`config.mk`:
```
export PLATFORM = sky130hd
export DESIGN_NAME = alu_multicycle
export DESIGN_NICKNAME = d
export VERILOG_FILES = /design/src/rtl/alu_multicycle.sv
export SDC_FILE = /design/constraint.sdc
export NUM_CORES = 1
export LEC_CHECK = 0
export CORE_ASPECT_RATIO = 0.5
export CORE_MARGIN = 3
export CORE_UTILIZATION = 50
export DETAILED_ROUTE_END_ITERATION = 10
export PLACE_DENSITY = 0.67
export RECOVER_POWER = 25
export SYNTH_ARGS = -nofsm -noshare
export SYNTH_HDL_FRONTEND = slang
export SYNTH_SLANG_ARGS = --single-unit
```
`constraint.sdc`:
```
create_clock -name clk -period 7.11 [get_ports clk]
set_clock_uncertainty 0.1 [all_clocks]
set_input_delay 0.711 -clock clk [delete_from_list [all_inputs] [get_ports clk]]
set_output_delay 0.711 -clock clk [all_outputs]
set_load 0.02 [all_outputs]
```
`src/rtl/alu_multicycle.sv`:
```
// Multicycle ALU: single-cycle add/sub/logic/slt, iterative shift-add multu and restoring divu.
// Results land in FIN one cycle after acceptance (single-cycle) or after WIDTH busy cycles (multu/divu).
module alu_multicycle #(
  parameter int WIDTH = 32,
  parameter int CNT_W = 7
) (
  input  logic             clk,
  input  logic             reset,
  input  logic             e_start,
  input  logic [WIDTH-1:0] e_aluA,
  input  logic [WIDTH-1:0] e_aluB,
  input  logic [5:0]       e_alufunc,
  output logic [WIDTH-1:0] e_valE,
  output logic [WIDTH-1:0] e_valHi,
  output logic             e_busy,
  output logic             e_done,
  output logic             e_err
);

  localparam logic [5:0] OP_ADD  = 6'b100000;
  localparam logic [5:0] OP_SUB  = 6'b100010;
  localparam logic [5:0] OP_AND  = 6'b100100;
  localparam logic [5:0] OP_OR   = 6'b100101;
  localparam logic [5:0] OP_SLT  = 6'b101010;
  localparam logic [5:0] OP_MULU = 6'b011001;
  localparam logic [5:0] OP_DIVU = 6'b011011;

  localparam logic [CNT_W-1:0] LAST = CNT_W'(WIDTH - 1);

  typedef enum logic [1:0] {IDLE, RUN, FIN} state_t;

  state_t           state;
  logic [CNT_W-1:0] cnt;
  logic             is_div;
  logic [WIDTH-1:0] opb;
  logic [WIDTH-1:0] w_hi;
  logic [WIDTH-1:0] w_lo;

  // Single-cycle results decoded straight from the request inputs.
  logic [WIDTH-1:0] s_val;
  logic [WIDTH-1:0] s_hi;
  logic             s_err;
  logic             s_iter;

  always_comb begin
    s_val  = '0;
    s_hi   = '0;
    s_err  = 1'b0;
    s_iter = 1'b0;
    case (e_alufunc)
      OP_ADD:  s_val = e_aluA + e_aluB;
      OP_SUB:  s_val = e_aluB - e_aluA;
      OP_AND:  s_val = e_aluA & e_aluB;
      OP_OR:   s_val = e_aluA | e_aluB;
      OP_SLT:  s_val = {{(WIDTH-1){1'b0}}, ($signed(e_aluA) > $signed(e_aluB))};
      OP_MULU: s_iter = 1'b1;
      OP_DIVU: begin
        if (e_aluB == '0) begin
          s_err = 1'b1;
          s_val = '1;
          s_hi  = e_aluA;
        end else begin
          s_iter = 1'b1;
        end
      end
      default: s_err = 1'b1;
    endcase
  end

  // One iteration step: multu shifts {carry,hi,lo} right, divu shifts {rem,quo} left.
  logic [WIDTH:0]   mul_sum;
  logic [WIDTH:0]   div_r;
  logic [WIDTH:0]   div_d;
  logic             div_ge;
  logic [WIDTH-1:0] nxt_hi;
  logic [WIDTH-1:0] nxt_lo;

  always_comb begin
    mul_sum = {1'b0, w_hi} + (w_lo[0] ? {1'b0, opb} : '0);
    div_r   = {w_hi, w_lo[WIDTH-1]};
    div_d   = div_r - {1'b0, opb};
    div_ge  = ~div_d[WIDTH];
    if (is_div) begin
      nxt_hi = div_ge ? div_d[WIDTH-1:0] : div_r[WIDTH-1:0];
      nxt_lo = {w_lo[WIDTH-2:0], div_ge};
    end else begin
      nxt_hi = mul_sum[WIDTH:1];
      nxt_lo = {mul_sum[0], w_lo[WIDTH-1:1]};
    end
  end

  always_ff @(posedge clk or posedge reset) begin
    if (reset) begin
      state   <= IDLE;
      cnt     <= '0;
      is_div  <= 1'b0;
      opb     <= '0;
      w_hi    <= '0;
      w_lo    <= '0;
      e_valE  <= '0;
      e_valHi <= '0;
      e_busy  <= 1'b0;
      e_done  <= 1'b0;
      e_err   <= 1'b0;
    end else begin
      case (state)
        RUN: begin
          w_hi <= nxt_hi;
          w_lo <= nxt_lo;
          cnt  <= cnt + CNT_W'(1);
          if (cnt == LAST) begin
            state   <= FIN;
            e_busy  <= 1'b0;
            e_done  <= 1'b1;
            e_valE  <= nxt_lo;
            e_valHi <= nxt_hi;
            e_err   <= 1'b0;
          end
        end
        IDLE, FIN: begin
          if (e_start) begin
            if (s_iter) begin
              // Results stay on the outputs untouched while the working regs iterate.
              state  <= RUN;
              e_busy <= 1'b1;
              e_done <= 1'b0;
              cnt    <= '0;
              is_div <= (e_alufunc == OP_DIVU);
              w_hi   <= '0;
              if (e_alufunc == OP_DIVU) begin
                opb  <= e_aluB;
                w_lo <= e_aluA;
              end else begin
                opb  <= e_aluA;
                w_lo <= e_aluB;
              end
            end else begin
              state   <= FIN;
              e_done  <= 1'b1;
              e_valE  <= s_val;
              e_valHi <= s_hi;
              e_err   <= s_err;
            end
          end else begin
            state  <= IDLE;
            e_done <= 1'b0;
          end
        end
        default: begin
          state  <= IDLE;
          e_busy <= 1'b0;
          e_done <= 1'b0;
        end
      endcase
    end
  end

endmodule
```
==> results_dict.tcl <==
set metrics [dict create \
    critPathMaxFanout 10 \
    slowest_delay_ps 680 \
    crit_start "e_aluA[2]" \
    r2r_slack_ps 2080 \
    root_buffer "clkbuf_16" \
    wl_um 61900 \
    cp_data_arrival_time_ps 6050 \
    crit_path_end "e_valE[28]$_DFFE_PP0P_" \
    maxSlewHeadroom_pct -127 \
    cts_resized 0 \
    ys_seq_elements 172 \
    clock-sinks 172 \
    fp.dieH_um 137 \
    ys_types 80 \
    max-vdd-ir-drop_v 0.000191 \
    path_cells "clkdlybuf4s50_1 -> or4_1 -> nor3_1 -> nand2_1 -> nor4_2 -> a31oi_1 -> xnor2_1 -> ha_1 -> and3_1 -> nand2_1 -> o21ai_0 -> a2111oi_0 -> buf_4 -> nor4b_1 -> o22ai_1 -> xor2_1 -> o32ai_1" \
    synthFlopType "dfrtp_1" \
    path_delay_family "simple AND/OR/NAND/NOR gates" \
    fin_hold_ws_ps 387 \
    rsz0062_at_grt "no" \
    syn_avg_cell_area_um2 7.82 \
    setup_tns_ps 0 \
    grt_antenna_before_repair 1 \
    endpoint_kind "register" \
    gr-total-overflow 0 \
    synth_nets 2466 \
    worst_pin_slew_ps 3400 \
    post-route-period-util_pct 81.5 \
    cpMostUsedCell "nand2_1" \
    insertion_delay_ps 450 \
    yosys_warnings 0 \
    synth_top_area_share_pct 25.1 \
    numCtsBuffers 17 \
    grt_pass1_wl_um 93700 \
    synth_top_area_cell "dfrtp_1" \
    portBuffers 139 \
    r2r_cells 14 \
    p_per_area_nw_per_um2 213 \
    crit_type "in2reg" \
    synth_enable_flop_cells 0 \
    r2r_start "w_lo[31]$_DFFE_PP0P_" \
    maxCapViolCount 2 \
    startpoint_type "primary input" \
    via_per_inst 6.18 \
    place.gp.congestion 1.00 \
    dieArea_um2 36700 \
    worstSetupPathDepth 17 \
    netlist_top_cells_area "dfrtp_1, ha_1, nand2_1, a21oi_1, nor2_1" \
    grt_pass1_vias 15400 \
    r2r-end "w_hi[10]$_DFFE_PP0P_" \
    diodes 0 \
    critical_path_buf_inv_count 2 \
    nFillCells 3127 \
    synth_area_um2 17200 \
    core-area_um2 33500 \
    cts_tree "done" \
    cts_hold_buf 0 \
    fin_nets 2551 \
    yosysSeqAreaShare_pct 25.1 \
    fmax_mhz 172 \
    syn_inst 2197 \
    cts_max_level 4 \
    cts_buffer_depth 2 \
    netlist_top_cells_count "nand2_1, ha_1, nor2_1" \
    worstHoldPathType "reg2reg" \
    drt_iter0_drc 1804 \
    antenna_left 0 \
    gr-usage-all-layers_pct 33.5 \
    postCtsSetupBuffers 0 \
    failed_checks "max-capacitance violations, max-slew violations" \
    async_reset_ff_share_pct 100 \
    dp.final_hpwl_um 46800 \
    num_io_pins 140 \
    fp.dieW_um 268 \
    p_leak_nw 8.76 \
    critPathSlowestCell "or4_1" \
    num_vias 16900 \
    drt_pass1_iterations 5 \
    setup_viol 0 \
    grt_max_degree 77 \
    drive_above_1_share_pct 6.41 \
    rows 47 \
    finalPower_mw 4.16 \
    run_status "complete, but fails checks" \
    area_delta_synth_final_pct 13.7 \
    fin_crit_ps 5800 \
    initial_utilization_pct 51.3 \
    finalMaxSlewViolations 112 \
    drc 0 \
    hold_viol 0 \
    clk_pin_slew_worst_paths_ps 70 \
    avgRoutedWirePerCell_um 22.6 \
    crit_required_ps 7360 \
    synth_most_common_cell "nand2_1" \
]
-- metrics by stage --
step / utilization, % / area [µm²] / cells / setup slack [ps]
floorplan: - / 17200 / 2197 / 1640
global placement: 56.7 / 19000 / 2704 / 1210
detailed placement: 56.7 / 19000 / 2704 / 1060
CTS: 58.4 / 19500 / 2736 / 1500
global route: 58.4 / 19500 / 2736 / 511
finish: 58.4 / 19500 / 2736 / 1310
-- power breakdown --
group / leakage, nW / switching, mW / internal (mW)
Clock: 0.273 / 0.462 / 0.500
Combinational: 6.38 / 1.14 / 0.792
Sequential: 2.11 / 0.160 / 1.11
Total: 8.76 / 1.76 / 2.40
-- cell type report --
| cell class | instances | area [µm²] | share of cell area (%) |
|---|---|---|---|
| sequential | 172 | 4310 | 22.1 |
| clock buffer | 19 | 443 | 2.27 |
| multi-input combinational | 1753 | 11900 | 60.7 |
| inverter | 169 | 637 | 3.26 |
| timing repair buffer | 169 | 1610 | 8.23 |
| clock inverter | 13 | 130 | 0.666 |
| tap | 441 | 552 | 2.83 |
-- how the worst min path moves through the flow --
stage	startpoint	endpoint	slack [ps]	depth (start not counted)
floorplan	w_lo[10]$_DFFE_PP0P_	w_lo[10]$_DFFE_PP0P_	350	2
detailed placement	e_err$_DFFE_PP0P_	e_err$_DFFE_PP0P_	370	1
global placement	e_err$_DFFE_PP0P_	e_err$_DFFE_PP0P_	360	1
CTS	e_err$_DFFE_PP0P_	e_err$_DFFE_PP0P_	390	1
global route	e_err$_DFFE_PP0P_	e_err$_DFFE_PP0P_	410	1
finish	e_err$_DFFE_PP0P_	e_err$_DFFE_PP0P_	390	1
-- layout by cell type, fill, tap and decap left out, types with 33 or more instances in the layout --
cell / netlist / final
a21o_1: 33 / 33
a21oi_1: 144 / 144
a31oi_1: 82 / 82
and2_1: 41 / 41
clkdlybuf4s50_1: 0 / 137
dfrtp_1: 172 / 170
ha_1: 193 / 193
inv_1: 169 / 167
mux2_2: 45 / 45
mux2i_1: 64 / 64
nand2_1: 315 / 315
nor2_1: 188 / 186
o21a_1: 33 / 33
o21ai_0: 121 / 121
xnor2_1: 73 / 73
xor2_1: 33 / 33
-- state kept, by name, indices dropped and copies added (netlist names) --
signal	flops
is_div	1
e_done	1
state	1
e_err	1
e_valHi	32
w_lo	32
w_hi	32
e_busy	1
cnt	7
e_valE	32
opb	32
-- kinds of logic after synthesis --
kind of cell	count (synthesis)	synth area share, %
fa+ha+maj	196	14.4
buf+inv	272	6.06
flops	172	25.1
xor+xnor	106	5.41
mux	109	6.68
compound gates	610	23.0
simple gates	732	19.3
-- worst reg2reg max path, delay by kind of cell (launching register included) --
kind / cells / cell delay [ps]
AO/OA/AOI/OAI: 4 / 1690
adder cells (fa/ha/maj): 2 / 630
buffers and inverters: 2 / 180
flip-flops: 1 / 420
multiplexers: 1 / 290
AND/OR/NAND/NOR: 5 / 1660
-- per-layer routing --
layer  GRT usage, %  routed length [µm]  up-vias
li1               -                   -     7964
met3           9.75                7460       73
met4           8.71                1400        0
met1           50.6               28800     8029
met2           45.9               24300      844
met5              0                   0        -
Power figures use the tool's default switching activity.
